`src/rtl/i2c_arbiter_pkg.sv`:
```
// Shared widths, FSM encodings and the latched command record for the i2c arbiter.
// Pure declarations: no logic, no latency, no flow control of its own.
package i2c_arbiter_pkg;

  localparam int ADDR_W = 7;
  localparam int MEM_W  = 5;
  localparam int DATA_W = 8;

  localparam logic RW_WRITE = 1'b1;
  localparam logic RW_READ  = 1'b0;

  localparam logic [2:0] ST_IDLE      = 3'd0;
  localparam logic [2:0] ST_LAUNCH    = 3'd1;
  localparam logic [2:0] ST_WAIT_BUSY = 3'd2;
  localparam logic [2:0] ST_WAIT_DONE = 3'd3;
  localparam logic [2:0] ST_RESP      = 3'd4;

  typedef struct packed {
    logic [ADDR_W-1:0] addr;
    logic              rw;
    logic [MEM_W-1:0]  mem;
    logic [DATA_W-1:0] wdata;
  } cmd_t;

endpackage

```
`src/rtl/i2c_arbiter_rr_arb.sv`:
```
// Round-robin one-hot pick: first asserted req at or above ptr, wrapping.
// Combinational (0 cycles); no backpressure, the caller decides when to sample.
module i2c_arbiter_rr_arb #(
  parameter int NREQ  = 2,
  parameter int PTR_W = 1
) (
  input  logic [NREQ-1:0]  req,
  input  logic [PTR_W-1:0] ptr,
  output logic [NREQ-1:0]  gnt,
  output logic [PTR_W-1:0] idx
);

  int   cand;
  logic found;

  always_comb begin
    gnt   = '0;
    idx   = '0;
    found = 1'b0;
    cand  = 0;
    for (int k = 0; k < NREQ; k++) begin
      cand = int'(ptr) + k;
      if (cand >= NREQ) cand = cand - NREQ;
      if (!found && req[cand]) begin
        found     = 1'b1;
        gnt[cand] = 1'b1;
        idx       = PTR_W'(cand);
      end
    end
  end

endmodule

```
`src/rtl/i2c_arbiter.sv`:
```
// Shares one i2c_master among NREQ requesters, round-robin, one register transaction per grant.
// m_en 1 cycle after req seen in IDLE, done 1 cycle after m_busy falls; requesters hold req until done.
module i2c_arbiter
  import i2c_arbiter_pkg::*;
#(
  parameter int NREQ   = 2,
  parameter int TOUT   = 255,
  parameter int TOUT_W = 8
) (
  input  logic                     clk,
  input  logic                     rst,
  input  logic [NREQ-1:0]          req,
  input  logic [ADDR_W*NREQ-1:0]   req_addr,
  input  logic [NREQ-1:0]          req_rw,
  input  logic [MEM_W*NREQ-1:0]    req_mem,
  input  logic [DATA_W*NREQ-1:0]   req_wdata,
  output logic [NREQ-1:0]          gnt,
  output logic [NREQ-1:0]          done,
  output logic [DATA_W-1:0]        rdata,
  output logic                     err,
  output logic                     tout,
  output logic                     m_en,
  output logic [ADDR_W-1:0]        m_addr,
  output logic                     m_rw,
  output logic [MEM_W-1:0]         m_mem_addr,
  output logic [DATA_W-1:0]        m_data_wr,
  input  logic [DATA_W-1:0]        m_data_rd,
  input  logic                     m_ack_err,
  input  logic                     m_busy
);

  localparam int PTR_W = (NREQ > 1) ? $clog2(NREQ) : 1;

  logic [2:0]        state;
  logic [PTR_W-1:0]  rr;
  logic [PTR_W-1:0]  win;
  logic [TOUT_W-1:0] cnt;
  logic [NREQ-1:0]   pick;
  logic [PTR_W-1:0]  pick_idx;
  cmd_t              pick_cmd;
  cmd_t              cmd_q;

  i2c_arbiter_rr_arb #(
    .NREQ (NREQ),
    .PTR_W(PTR_W)
  ) u_rr_arb (
    .req(req),
    .ptr(rr),
    .gnt(pick),
    .idx(pick_idx)
  );

  // One-hot mux of the winner's packed command fields.
  always_comb begin
    pick_cmd = '0;
    for (int i = 0; i < NREQ; i++) begin
      if (pick[i]) begin
        pick_cmd.addr  = req_addr[i*ADDR_W +: ADDR_W];
        pick_cmd.rw    = req_rw[i];
        pick_cmd.mem   = req_mem[i*MEM_W +: MEM_W];
        pick_cmd.wdata = req_wdata[i*DATA_W +: DATA_W];
      end
    end
  end

  assign m_addr     = cmd_q.addr;
  assign m_rw       = cmd_q.rw;
  assign m_mem_addr = cmd_q.mem;
  assign m_data_wr  = cmd_q.wdata;

  always_ff @(posedge clk or negedge rst) begin
    if (!rst) begin
      state <= ST_IDLE;
      rr    <= '0;
      win   <= '0;
      cnt   <= '0;
      cmd_q <= '0;
      gnt   <= '0;
      done  <= '0;
      rdata <= '0;
      err   <= 1'b0;
      tout  <= 1'b0;
      m_en  <= 1'b0;
    end else begin
      m_en <= 1'b0;
      done <= '0;
      case (state)
        ST_IDLE: begin
          // A still-busy master is finishing or recovering; do not launch over it.
          if (|req && !m_busy) begin
            win   <= pick_idx;
            gnt   <= pick;
            cmd_q <= pick_cmd;
            m_en  <= 1'b1;
            state <= ST_LAUNCH;
          end
        end
        ST_LAUNCH: begin
          cnt   <= '0;
          state <= ST_WAIT_BUSY;
        end
        ST_WAIT_BUSY: begin
          if (m_busy) begin
            state <= ST_WAIT_DONE;
          end else if (cnt == TOUT_W'(TOUT)) begin
            done  <= gnt;
            err   <= 1'b1;
            tout  <= 1'b1;
            state <= ST_RESP;
          end else begin
            cnt <= cnt + 1'b1;
          end
        end
        ST_WAIT_DONE: begin
          if (!m_busy) begin
            done <= gnt;
            err  <= m_ack_err;
            tout <= 1'b0;
            if (cmd_q.rw == RW_READ && !m_ack_err) rdata <= m_data_rd;
            state <= ST_RESP;
          end
        end
        ST_RESP: begin
          gnt   <= '0;
          err   <= 1'b0;
          tout  <= 1'b0;
          rr    <= (win == PTR_W'(NREQ - 1)) ? '0 : win + 1'b1;
          state <= ST_IDLE;
        end
        default: state <= ST_IDLE;
      endcase
    end
  end

endmodule

```
`config.mk`:
```
export PLATFORM = sky130hd
export DESIGN_NAME = i2c_arbiter
export DESIGN_NICKNAME = d
export VERILOG_FILES = /design/src/rtl/i2c_arbiter_pkg.sv /design/src/rtl/i2c_arbiter_rr_arb.sv /design/src/rtl/i2c_arbiter.sv
export SDC_FILE = /design/constraint.sdc
export NUM_CORES = 1
export LEC_CHECK = 0
export CAP_MARGIN = 10
export CORE_MARGIN = 4
export CORE_UTILIZATION = 38
export CTS_CLUSTER_SIZE = 16
export DETAILED_ROUTE_END_ITERATION = 8
export PLACE_DENSITY = 0.84
export SETUP_SLACK_MARGIN = 0.3
export SLEW_MARGIN = 20
export SYNTH_ARGS = -nofsm -noshare
export SYNTH_HDL_FRONTEND = slang
export SYNTH_SLANG_ARGS = --single-unit
```
`constraint.sdc`:
```
create_clock -name clk -period 1.9 [get_ports clk]
set_clock_uncertainty 0.05 [all_clocks]
set_input_delay 0.285 -clock clk [delete_from_list [all_inputs] [get_ports clk]]
set_output_delay 0.285 -clock clk [all_outputs]
set_load 0.03 [all_outputs]
```
**After elaboration in Yosys (flattened, before gate mapping)**

Index checks and enable logic that the tools add are counted.
W data, S select, Z words.

- Bits in registers: 49
- Latch bits: 0
- RAM bits: 0
- Bits in read-only memories: 0
- Input bits: 56
- Output and inout port bits: 36
- Word-level logic and storage cells: 100
- Memories: 0

- $add $sub $neg: 5
- Multiply operators: 0
- Div/mod/pow operators: 0
- Order comparisons: 6
- Eq/ne operators: 11
- Shift-type cells: 0
- Multiplexer cells: 42
- Bitwise operators: 3
- Reductions and logical operators: 19

Operator list:

| kind | number |
|---|---|
| $ge A32 B1 Y1 const B | 2 |
| $lt A32 B3 Y1 const B | 2 |
| $mux W32 | 2 |
| $mux W21 | 2 |
| $ge A32 B3 Y1 const B | 1 |
| $sub A32 B3 Y32 const B | 1 |
| $mux W1 | 18 |
| $mux W8 | 2 |
| $pmux W8 S2 | 1 |
| $mux W2 | 6 |
| $mux W3 | 4 |
| $pmux W3 S4 | 1 |
| $ne A2 B2 Y1 const B | 5 |
| $reduce_and A3 Y1 | 3 |
| $add A8 B1 Y8 const B | 1 |
| $eq A8 B8 Y1 const B | 1 |
| $pmux W2 S2 | 2 |
| $eq A3 B2 Y1 const B | 2 |
| $pmux W1 S3 | 2 |
| $logic_and A1 B1 Y1 | 5 |
| $reduce_and A2 Y1 | 2 |
| $reduce_and A4 Y1 | 1 |
| $reduce_bool A2 Y1 | 2 |
| $eq A3 B1 Y1 const B | 1 |
| other kinds (13) | 17 |

**Longest topological paths before layout**

- Depth after elaboration: 11
- Mapped depth: 7
- Depth with buffers taken out: 5

**Modules after synthesis**

From an unflattened synthesis, not the netlist that was laid out.

- Cells, all modules: 207
- Area total of the unflattened synthesis: 2180.8 um^2

Modules (own cells, without submodules):

| module | instances | cells an instance | area an instance (um^2) |
|---|---|---|---|
| i2c_arbiter | 1 | 203 | 2150.8 |
| i2c_arbiter_rr_arb | 1 | 4 | 30.0 |

**Least setup slack after synthesis**

OpenSTA, ideal clock, no wires.

- Path type: reg2reg
- From: register state[0]
- To: register cnt[5]
- Arrival: 1.776 ns
- Slack: -0.003 ns
- Stages on the path, launching flop included: 6
- Buffers on the path: 1
- Period minus slack after synthesis: 1.903 ns
- Cell sequence: dfrtp_1 > buf_6 > or4b_4 > or2_1 > or4_1 > a21oi_1

- Cells in the longest elaborated chain, start to end: 3

Ends and longest elaborated chain:

| element | RTL line | source |
|---|---|---|
| from (decl) | i2c_arbiter.sv:34 | `logic [2:0] state;` |
| from (signal assigned) | i2c_arbiter.sv:73 | `state <= ST_IDLE;` |
| from (signal assigned) | i2c_arbiter.sv:95 | `state <= ST_LAUNCH;` |
| from (signal assigned) | i2c_arbiter.sv:100 | `state <= ST_WAIT_BUSY;` |
| $eq A3 B2 Y1 or $eq A3 B1 Y1 (tied branches) | i2c_arbiter.sv:87 | `case (state)` |
| $ne A2 B2 Y1 (no source line) or $reduce_bool A2 Y1 (tied branches) | - |  |
| $reduce_and A3 Y1 (no source line) | - |  |
| to (signal assigned) | i2c_arbiter.sv:111 | `cnt <= cnt + 1'b1;` |
| to (decl) | i2c_arbiter.sv:37 | `logic [TOUT_W-1:0] cnt;` |

Parallel ways exist; a longest one is shown, timed or not.
A chain may end at the register's enable or synchronous reset.

**Final worst setup path**

Same ends and word-level chain as after synthesis.

==> run summary <==
The flow ran to the end, and the final reports show no timing, DRC or antenna violations. The final routed wire length divided by cell count is 17.08 µm. The initial cell density of the core is 0.3984. The final-report max-slew violation count is 0.

In the post-synthesis netlist, the biggest area contributors are dfrtp_1 55%, nand3_1 16%, nand2_1 4.9%, mux2_2 4.1%, clkbuf_1 1.9%. The placed instance area is 3334 µm². The total core area is 5574 µm². The achievable frequency came out at 0.5387 GHz. The worst-margin pin slew came out at 0.5500 ns. In the synthesized netlist the dominant register cell turns out to be dfrtp_1. At the end of routability-driven placement, the weighted congestion stood at 0.8680.

The startpoint identified for the worst register-to-register timing path is state[0]. The count of flip-flops with a built-in enable after synthesis came out at 0. Of the available clock period, the critical path in the final layout requires 0.9770. The average instance in the mapped netlist occupies 9.573 µm².

The path depth of the worst reg2reg path came out at 4. Tracing the worst setup path back leads to its startpoint at state[0]. The worst-case IR drop observed on VDD is 0.8019 mV.

The number of diodes came out at 0. Entering global routing, the biggest net connects 31 pins. The adder-cell share of the synthesized area came out at 0.005634. The type of the setup path with the least slack is reg -> reg. The number of synthesized register bits is 49.

Summing all non-filler instances in the final layout gives an area of 4123 µm². The clock tree from TritonCTS is yes. Relative to the synthesized area, the layout overhead comes to 85.63%. Summed over all failing endpoints, the final setup total negative slack is 0 ns. Buffers placed on the I/O ports in this run total 91. The DRC marker count from the first detailed-route iteration is 98. STA classifies the critical path endpoint as a register. The die outline width is 84.45 µm. The first global-routing pass estimated 10300 µm of wire. The total die area came out at 7132 µm².

In the global route stage, overall resource usage came out at 0.1760. The classification of the worst-slack hold path is reg -> reg. The register area share after synthesis came out at 0.5521. The total chip power came out at 5.032 mW. The insertion delay to the later sink of the worst-skew pair is 0.30 ns. The count of nets left with antenna violations after detail routing is 0. By area, the combinational part of the netlist is dominated by simple AND/OR/NAND/NOR gates.

The worst pin sits at a relative slew slack of 0.6334. The via count of the first global-routing pass came out at 2153. The ratio of cells with drive above 1 in the final layout is 0.3624. The total count of hold-check failures in the final report came to 0. The number of nets in the synthesized netlist came out at 289. After synthesis, the share of flip-flops with an asynchronous set or reset is 1.000. For this block, the routed nets add up to 7309 µm of wire. The clock edge transition at the registers on the reported setup and hold paths is 0.10 ns. The commonest cells after synthesis are 70 x nand3_1, 49 x dfrtp_1, 29 x nand2_1.

The number of rows in the core area is 27. Setup repair after global routing could not meet its margin everywhere. For this design the top-level I/O count stands at 92.

The global-route congestion overflow total came out at 0. The post-detailed-route DRC marker count came out at 0. In this run the critical register-to-register path is captured at cnt[5].

The compound-gate portion of the synthesized area was 0.09070. The via count normalized by instance count is 5.383. Buffers inserted during clock tree synthesis total 5. The Yosys warning count came out at 0. The basic-gate share of the synthesized area counting and, or, nand and nor cells came out at 0.2665. The area of the mapped netlist is 2221 µm². The number of levels the H-tree was split into came out at 2. The first detailed-routing pass took 4 iterations. The smallest clock period supported by the final layout is computed as 1.856 ns.

The data required time at the worst endpoint is 2.08 ns. The critical path data arrival time is 2.04 ns. The synthesized netlist contains 36 unique library cells.

Of all nets on the critical path, the largest fanout is 3. The clock sink count came out at 49. The tree is rooted in a clkbuf_8. The tightest hold path in the finished design has a slack of 0.4244 ns.

The cell leakage power is 1.857 nW. Synthesis produced a netlist whose cell count is 232. The critical path ends at cnt[5]. The area share of the largest cell type after synthesis came out at 0.5521.

The final layout contains 412 nets. The max-cap violation count came out at 0. The cell taking the most area after synthesis is dfrtp_1. Fill cells in the final layout number 402. The slack of the worst reg-to-reg path is 0.04 ns. The post-synthesis share of cell area spent on xor and xnor gates is 0.003944. The worst setup path is launched from a register. Power spread over the standard cell area amounts to 1221 nW/µm². The y dimension of the die is 84.45 µm. The initial antenna violation count came out at 0. The buffer levels on the longest clock path came out at 2. The mux contribution to synthesized area is 0.04056.

The cell depth of the worst hold path came out at 1. The count of vias placed by the detailed router came out at 2304. The detailed placer's ending HPWL came out at 4449 µm. Setup violations remaining at the end of the flow were counted as 0. By instance count, the leading cell after synthesis is nand3_1.
## worst min-delay path by stage
stage / startpoint / to / slack, ns
finish: win / rr / 0.42
global route: win / rr / 0.45
CTS: win / rr / 0.42
detailed placement: rst / m_addr[1] / 0.25
global placement: rst / m_addr[1] / 0.24
floorplan: rst / cnt[0] / -0.06
## power breakdown
group	switching (mW)	internal, mW
logic	1.59	1.14
registers	0.233	1.43
clock network	0.375	0.266
total	2.20	2.83
## worst max-delay path: stages, from the launching register on
cell and delay, ns:
dfrtp_1 0.39, or4b_4 0.55, or2_4 0.25, or4_1 0.40, a21oi_1 0.14
## layout make-up
type / instances / area [µm²] / share of cell area
inverters: 8 / 30.03 / 0.007284
clock buffers: 5 / 68.82 / 0.01669
clock inverters: 3 / 25.02 / 0.006070
multi-input cells: 161 / 1366 / 0.3314
well taps: 72 / 90.09 / 0.02185
flip-flops and latches: 49 / 1226 / 0.2974
repair buffers: 130 / 1316 / 0.3193
## what timing repair did
item	4_1_cts	5_1_grt
endpoints found under the hold margin	22	0
setup buffers	5	13
endpoints found under the setup margin	54	44
pin swaps	3	45
resized for setup	44	94
cloned	0	4
hold buffers	1	0
## state kept, by name, summed over array words and instances, names as in the netlist
signal,count
cnt,8
m_data_wr,8
rdata,8
m_addr,7
m_mem_addr,5
state,3
done,2
gnt,2
err,1
m_en,1
m_rw,1
rr,1
tout,1
win,1
## logic make-up after synthesis
| logic type | Yosys count |
|---|---|
| AO/OA/AOI/OAI | 30 |
| adder cells (fa/ha/maj) | 1 |
| multiplexers | 8 |
| XOR/XNOR | 1 |
| AND/OR/NAND/NOR | 121 |
| buffers and inverters | 22 |
| flip-flops | 49 |
## metal layers
| layer | share of wire | track usage | vias up |
|---|---|---|---|
| li1 | - | - | 1078 |
| met1 | 0.37 | 0.2119 | 1137 |
| met2 | 0.55 | 0.3092 | 75 |
| met3 | 0.062 | 0.04907 | 14 |
| met4 | 0.015 | 0.04748 | 0 |
| met5 | 0 | 0 | - |
## through the flow
stage / std cells / setup WS, ns / utilization
6_report: 428 / 0.04374 / 0.7396
2_1_floorplan: 232 / 0.03187 / -
5_1_grt: 428 / 0.02295 / 0.7396
4_1_cts: 411 / 0.06023 / 0.6200
3_5_place_dp: 397 / -0.2729 / 0.5982
3_3_place_gp: 397 / -0.2168 / 0.5982
## layout by cell type (no fill, tap or decap), drive strengths merged, types with 6 or more instances in the layout
master | Yosys | routed
clkbuf | 11 | 8
buf | 3 | 36
mux2 | 8 | 8
inv | 8 | 9
dfrtp | 49 | 49
a21oi | 7 | 7
nor2 | 6 | 6
clkdlybuf4s50 | 0 | 53
nand3 | 70 | 70
dlygate4sd2 | 0 | 37
o21ai | 6 | 6
nand2 | 29 | 29
No activity file was read; power rests on OpenSTA's default activity.
